File: src/rtl/fifo_pkg.sv
// fifo_pkg: shared read-mode type and pointer sizing helper for the single-clock FIFO
package fifo_pkg;
  typedef enum logic {FIFO_STD, FIFO_FWFT} fifo_mode_e;
  function automatic int ptr_width(input int depth);
    return $clog2(depth) + 1;
  endfunction
endpackage

File: src/rtl/fifo_level_ctrl.sv
// fifo_level_ctrl: accept logic, pointers, occupancy, threshold flags and sticky error flags
module fifo_level_ctrl import fifo_pkg::*; #(
  parameter int Depth    = 16,
  parameter int AfThresh = 12,
  parameter int AeThresh = 4
) (
  input  logic                     clk,
  input  logic                     rst_n,
  input  logic                     i_flush,
  input  logic                     i_wr_en,
  input  logic                     i_rd_en,
  input  logic                     i_clr_err,
  output logic                     o_wr_acc,
  output logic                     o_rd_acc,
  output logic [$clog2(Depth)-1:0] o_wr_addr,
  output logic [$clog2(Depth)-1:0] o_rd_addr,
  output logic [$clog2(Depth):0]   o_level,
  output logic                     o_full,
  output logic                     o_almost_full,
  output logic                     o_empty,
  output logic                     o_almost_empty,
  output logic                     o_overflow,
  output logic                     o_underflow
);
  localparam int PW = ptr_width(Depth);
  localparam int AW = $clog2(Depth);
  localparam logic [PW-1:0] DL  = PW'(Depth);
  localparam logic [PW-1:0] AFL = PW'(AfThresh);
  localparam logic [PW-1:0] AEL = PW'(AeThresh);
  logic [PW-1:0] wr_ptr, rd_ptr, level;
  assign o_full         = level == DL;
  assign o_empty        = level == '0;
  assign o_almost_full  = level >= AFL;
  assign o_almost_empty = level <= AEL;
  assign o_wr_acc       = i_wr_en & ~o_full;
  assign o_rd_acc       = i_rd_en & ~o_empty;
  assign o_wr_addr      = wr_ptr[AW-1:0];
  assign o_rd_addr      = rd_ptr[AW-1:0];
  assign o_level        = level;
  always_ff @(posedge clk) begin
    if (!rst_n || i_flush) begin
      wr_ptr <= '0;
      rd_ptr <= '0;
      level  <= '0;
    end else begin
      wr_ptr <= wr_ptr + PW'(o_wr_acc);
      rd_ptr <= rd_ptr + PW'(o_rd_acc);
      level  <= level + PW'(o_wr_acc) - PW'(o_rd_acc);
    end
  end
  // a flush leaves the error flags untouched, including any pending clear
  always_ff @(posedge clk) begin
    if (!rst_n) begin
      o_overflow  <= 1'b0;
      o_underflow <= 1'b0;
    end else if (!i_flush) begin
      o_overflow  <= (o_overflow & ~i_clr_err) | (i_wr_en & o_full);
      o_underflow <= (o_underflow & ~i_clr_err) | (i_rd_en & o_empty);
    end
  end
endmodule

File: src/rtl/sync_fifo_ctrl.sv
// sync_fifo_ctrl: single-clock FIFO with standard or first-word-fall-through read path
module sync_fifo_ctrl import fifo_pkg::*; #(
  parameter int         Depth    = 16,
  parameter int         Width    = 8,
  parameter fifo_mode_e Mode     = FIFO_STD,
  parameter int         AfThresh = 12,
  parameter int         AeThresh = 4
) (
  input  logic                   clk,
  input  logic                   rst_n,
  input  logic                   i_flush,
  input  logic                   i_wr_en,
  input  logic [Width-1:0]       i_wr_data,
  input  logic                   i_rd_en,
  output logic [Width-1:0]       o_rd_data,
  output logic                   o_rd_valid,
  output logic                   o_full,
  output logic                   o_almost_full,
  output logic                   o_empty,
  output logic                   o_almost_empty,
  output logic [$clog2(Depth):0] o_level,
  output logic                   o_overflow,
  output logic                   o_underflow,
  input  logic                   i_clr_err
);
  localparam int AW = $clog2(Depth);
  if (Depth < 2 || (Depth & (Depth - 1)) != 0) begin : g_bad_depth
    $error("Depth must be a power of two >= 2");
  end
  if (AfThresh < 1 || AfThresh > Depth) begin : g_bad_af
    $error("AfThresh out of range");
  end
  if (AeThresh < 0 || AeThresh > Depth - 1) begin : g_bad_ae
    $error("AeThresh out of range");
  end
  logic [Width-1:0] mem [Depth];
  logic [Width-1:0] rd_q;
  logic             vld_q;
  logic             wr_acc, rd_acc;
  logic [AW-1:0]    wr_addr, rd_addr;
  fifo_level_ctrl #(.Depth(Depth), .AfThresh(AfThresh), .AeThresh(AeThresh)) u_ctrl (
    .clk(clk), .rst_n(rst_n), .i_flush(i_flush), .i_wr_en(i_wr_en), .i_rd_en(i_rd_en),
    .i_clr_err(i_clr_err), .o_wr_acc(wr_acc), .o_rd_acc(rd_acc), .o_wr_addr(wr_addr),
    .o_rd_addr(rd_addr), .o_level(o_level), .o_full(o_full), .o_almost_full(o_almost_full),
    .o_empty(o_empty), .o_almost_empty(o_almost_empty), .o_overflow(o_overflow),
    .o_underflow(o_underflow)
  );
  always_ff @(posedge clk) begin
    if (wr_acc) mem[wr_addr] <= i_wr_data;
  end
  always_ff @(posedge clk) begin
    if (!rst_n) begin
      rd_q  <= '0;
      vld_q <= 1'b0;
    end else if (i_flush) begin
      vld_q <= 1'b0;
    end else begin
      vld_q <= rd_acc;
      if (rd_acc) rd_q <= mem[rd_addr];
    end
  end
  assign o_rd_data  = (Mode == FIFO_FWFT) ? mem[rd_addr] : rd_q;
  assign o_rd_valid = (Mode == FIFO_FWFT) ? ~o_empty : vld_q;
endmodule

File: config.mk
export PLATFORM = sky130hd
export DESIGN_NAME = sync_fifo_ctrl
export DESIGN_NICKNAME = d
export VERILOG_FILES = /design/src/rtl/fifo_pkg.sv /design/src/rtl/fifo_level_ctrl.sv /design/src/rtl/sync_fifo_ctrl.sv
export SDC_FILE = /design/constraint.sdc
export NUM_CORES = 1
export LEC_CHECK = 0
export BUFFER_PORTS_ARGS = -buffer_cell sky130_fd_sc_hd__buf_2
export CORE_MARGIN = 4
export CORE_UTILIZATION = 50
export CTS_CLUSTER_DIAMETER = 50
export DETAILED_ROUTE_END_ITERATION = 7
export PLACE_DENSITY = 0.67
export SLEW_MARGIN = 25
export SYNTH_ARGS = -nofsm -noshare
export SYNTH_HDL_FRONTEND = slang
export SYNTH_SLANG_ARGS = --single-unit
File: constraint.sdc
create_clock -name clk -period 4.1 [get_ports clk]
set_input_delay 0.615 -clock clk [delete_from_list [all_inputs] [get_ports clk]]
set_output_delay 0.615 -clock clk [all_outputs]
set_load 0.01 [all_outputs]
==> flow_summary.yaml <==
outcome:
  status: "complete, no violations"
synth:
  netlist_top_cells_area: "edfxtp_1 63%, mux4_1 8.1%, dfxtp_1 7.8%"
  synth_area_um2: 6140
  synth_cell_type_count: 37
  yosys_register_bits: 152
  yosys_warnings: 0
  yosysSeqAreaShare_pct: 70.4
  synth_edf_count: 128
  synthFlopType: "edfxtp_1"
  synth_commonest_cells: "128 x edfxtp_1, 28 x nor2_1, 24 x dfxtp_1, 19 x mux4_1, 14 x ha_1"
  async_flop_share_pct: 0
  synthCells: 324
  post-synth-top-area-cell: "edfxtp_1"
  syn_nets: 353
  yosysMostFrequentCell: "edfxtp_1"
  avgSynthCellArea_um2: 19.0
  synth_top_area_share_pct: 62.6
min_path:
  hp-start: "rst_n"
  hold_path_class: "in -> reg"
layout:
  stdcell_count: 527
  seq_area_um2: 4330
  fin_nets: 396
  multi_input_area_um2: 1690
  insertedDiodeCount: 0
  area_growth_pct: 13.7
  drive_gt1_share_pct: 22.9
  fillers: 925
global_routing:
  use_met2_pct: 27.3
  globalRoute.totalOverflow: 0
  grt-busiest-layer: "met2"
  grt_pass1_vias: 3098
  grt.met3_usage_pct: 4.04
  gr-usage-all-layers_pct: 17.8
  antenna_found_initial: 0
  use_met1_pct: 24.9
  grt_max_degree: 26
  grt_pass1_wl_um: 18300
sta:
  fin_setup_tns_ps: 0
  period_minus_slack_ps: 2670
  skew_ps: 6.96
  hold_ws_ps: 492
  setup_viol: 0
  tightest_slew_ps: 1000
  rsz0062_at_grt: "false"
  max_clock_freq_mhz: 374
  timing.slew.headroom_pct: 32.8
  post-route-period-util_pct: 65.1
  slew_viol_final: 0
  hold_viol: 0
critical_path:
  crit_buf_inv: 2
  critPathKind: "reg -> reg"
  cpMaxStageDelayCell: "fa_1"
  startpoint: "u_ctrl.o_level[3]"
  path_cells: "inv_1 -> ha_1 -> nor4b_2 -> nor2b_1 -> ha_1 -> inv_1 -> ha_1 -> fa_1 -> a21oi_1 -> o21bai_1 -> xor2_1 -> nor2_1"
  startpoint_type: "register"
  cp-end-kind: "register"
  crit_path_frequent_cell: "ha_1"
  worstPathArrival_ps: 2970
  worstPathRequired_ps: 4390
  cpLargestDelayFamily: "adder cells"
  timing.rr.start: "u_ctrl.o_level[3]"
  cp_max_fo: 5
  max_stage_delay_ps: 400
drt:
  vias: 3001
  drtAntennaViolNets: 0
  drt_pre_antenna_iters: 4
  via_per_inst: 5.69
  drt-total-wl_um: 11600
  initialDrtViolationCount: 298
  wire_per_inst_um: 22.1
  remaining_drc_errors: 0
die:
  die_w_um: 119
  fp.dieH_um: 119
  ios: 34
  core_um2: 12000
  die_area_um2: 14100
  rows: 40
  start_util_pct: 51.1
cts:
  cts_buffers: 17
  hold_buffers: 0
  clk_pin_slew_ps: 60
  cts_tree: "done"
  clock_sinks: 152
  ctsResizeCount: 0
  htree_num_levels: 4
  cts.path.max_buffers: 2
  clock_latency_ps: 410
  post_cts_buffers: 0
  root_buffer: "clkbuf_16"
placed_design:
  place_congestion: 0.735
  dp_hpwl_um: 7410
  port_buffers: 33
  place_inst: 495
pwr:
  leakage_nw: 2.38
  ir_drop_uv: 273
  power.density_nw_per_um2: 532
run:
  cap_violations: 0
==> through the flow <==
step | power [mW] | instance area [um^2] | setup WS, ps | util, %
final | 3.71 | 6980 | 1430 | 58.1
after global routing | 3.87 | 6980 | 1190 | 58.1
after CTS | 3.74 | 6980 | 1400 | 58.1
after detailed placement | 2.31 | 6440 | 1410 | 53.6
after global placement | 2.30 | 6430 | 1510 | 53.6
after floorplan | 2.16 | 6140 | 1520 | -
==> report_power, final <==
group	total [mW]	internal, mW	switching (mW)
Clock	1.45	0.880	0.567
Combinational	0.474	0.242	0.232
Sequential	1.79	1.73	0.0642
==> cell usage in the layout (no fill, tap or decap), drive strengths merged, types with 9 or more instances in the layout <==
cell type	count
a221o	9
buf	39
clkbuf	20
dfxtp	24
edfxtp	128
ha	14
mux4	32
nor2	28
==> cell families after synthesis <==
kind of cell	share of synthesized area, %
xor+xnor	0.998
flops	70.4
simple gates	5.30
buf+inv	2.16
mux	15.7
fa+ha+maj	3.18
compound gates	2.30
==> registers in the layout, summed over array words and instances (netlist names) <==
signal,count
mem,128
o_rd_data,8
u_ctrl.o_level,5
u_ctrl.rd_ptr,4
u_ctrl.wr_ptr,4
o_rd_valid,1
u_ctrl.o_overflow,1
u_ctrl.o_underflow,1
==> worst paths after layout <==
path,to,slack (ps),cells after the start
setup / recovery,u_ctrl.o_level[4],1430,12
hold / removal,o_rd_valid,490,2
setup reg to reg,u_ctrl.o_level[4],1430,12
hold reg to reg,o_rd_data[6],510,1
==> worst register-to-register path: cells and delay by family (launching register included) <==
kind            cells  cell delay [ps]
fa+ha+maj           4             1090
simple gates        3              570
flops               1              340
compound gates      2              260
buf+inv             2              170
xor+xnor            1              130
==> layer usage <==
metal  vias to the layer above  routed length, um
met5                         -                  0
met4                         0                191
met3                        12                456
met2                        58               5710
met1                      1550               5280
li1                       1381                  -
==> area by class of cell <==
| type | count | share of cell area [%] |
|---|---|---|
| flip-flops and latches | 152 | 62.0 |
| multi-input cells | 149 | 24.1 |
| clock buffers | 20 | 6.25 |
| repair buffers | 39 | 3.01 |
| well taps | 147 | 2.63 |
| clock inverters | 12 | 1.56 |
| inverters | 8 | 0.430 |
(Power assumes the default switching activity.)
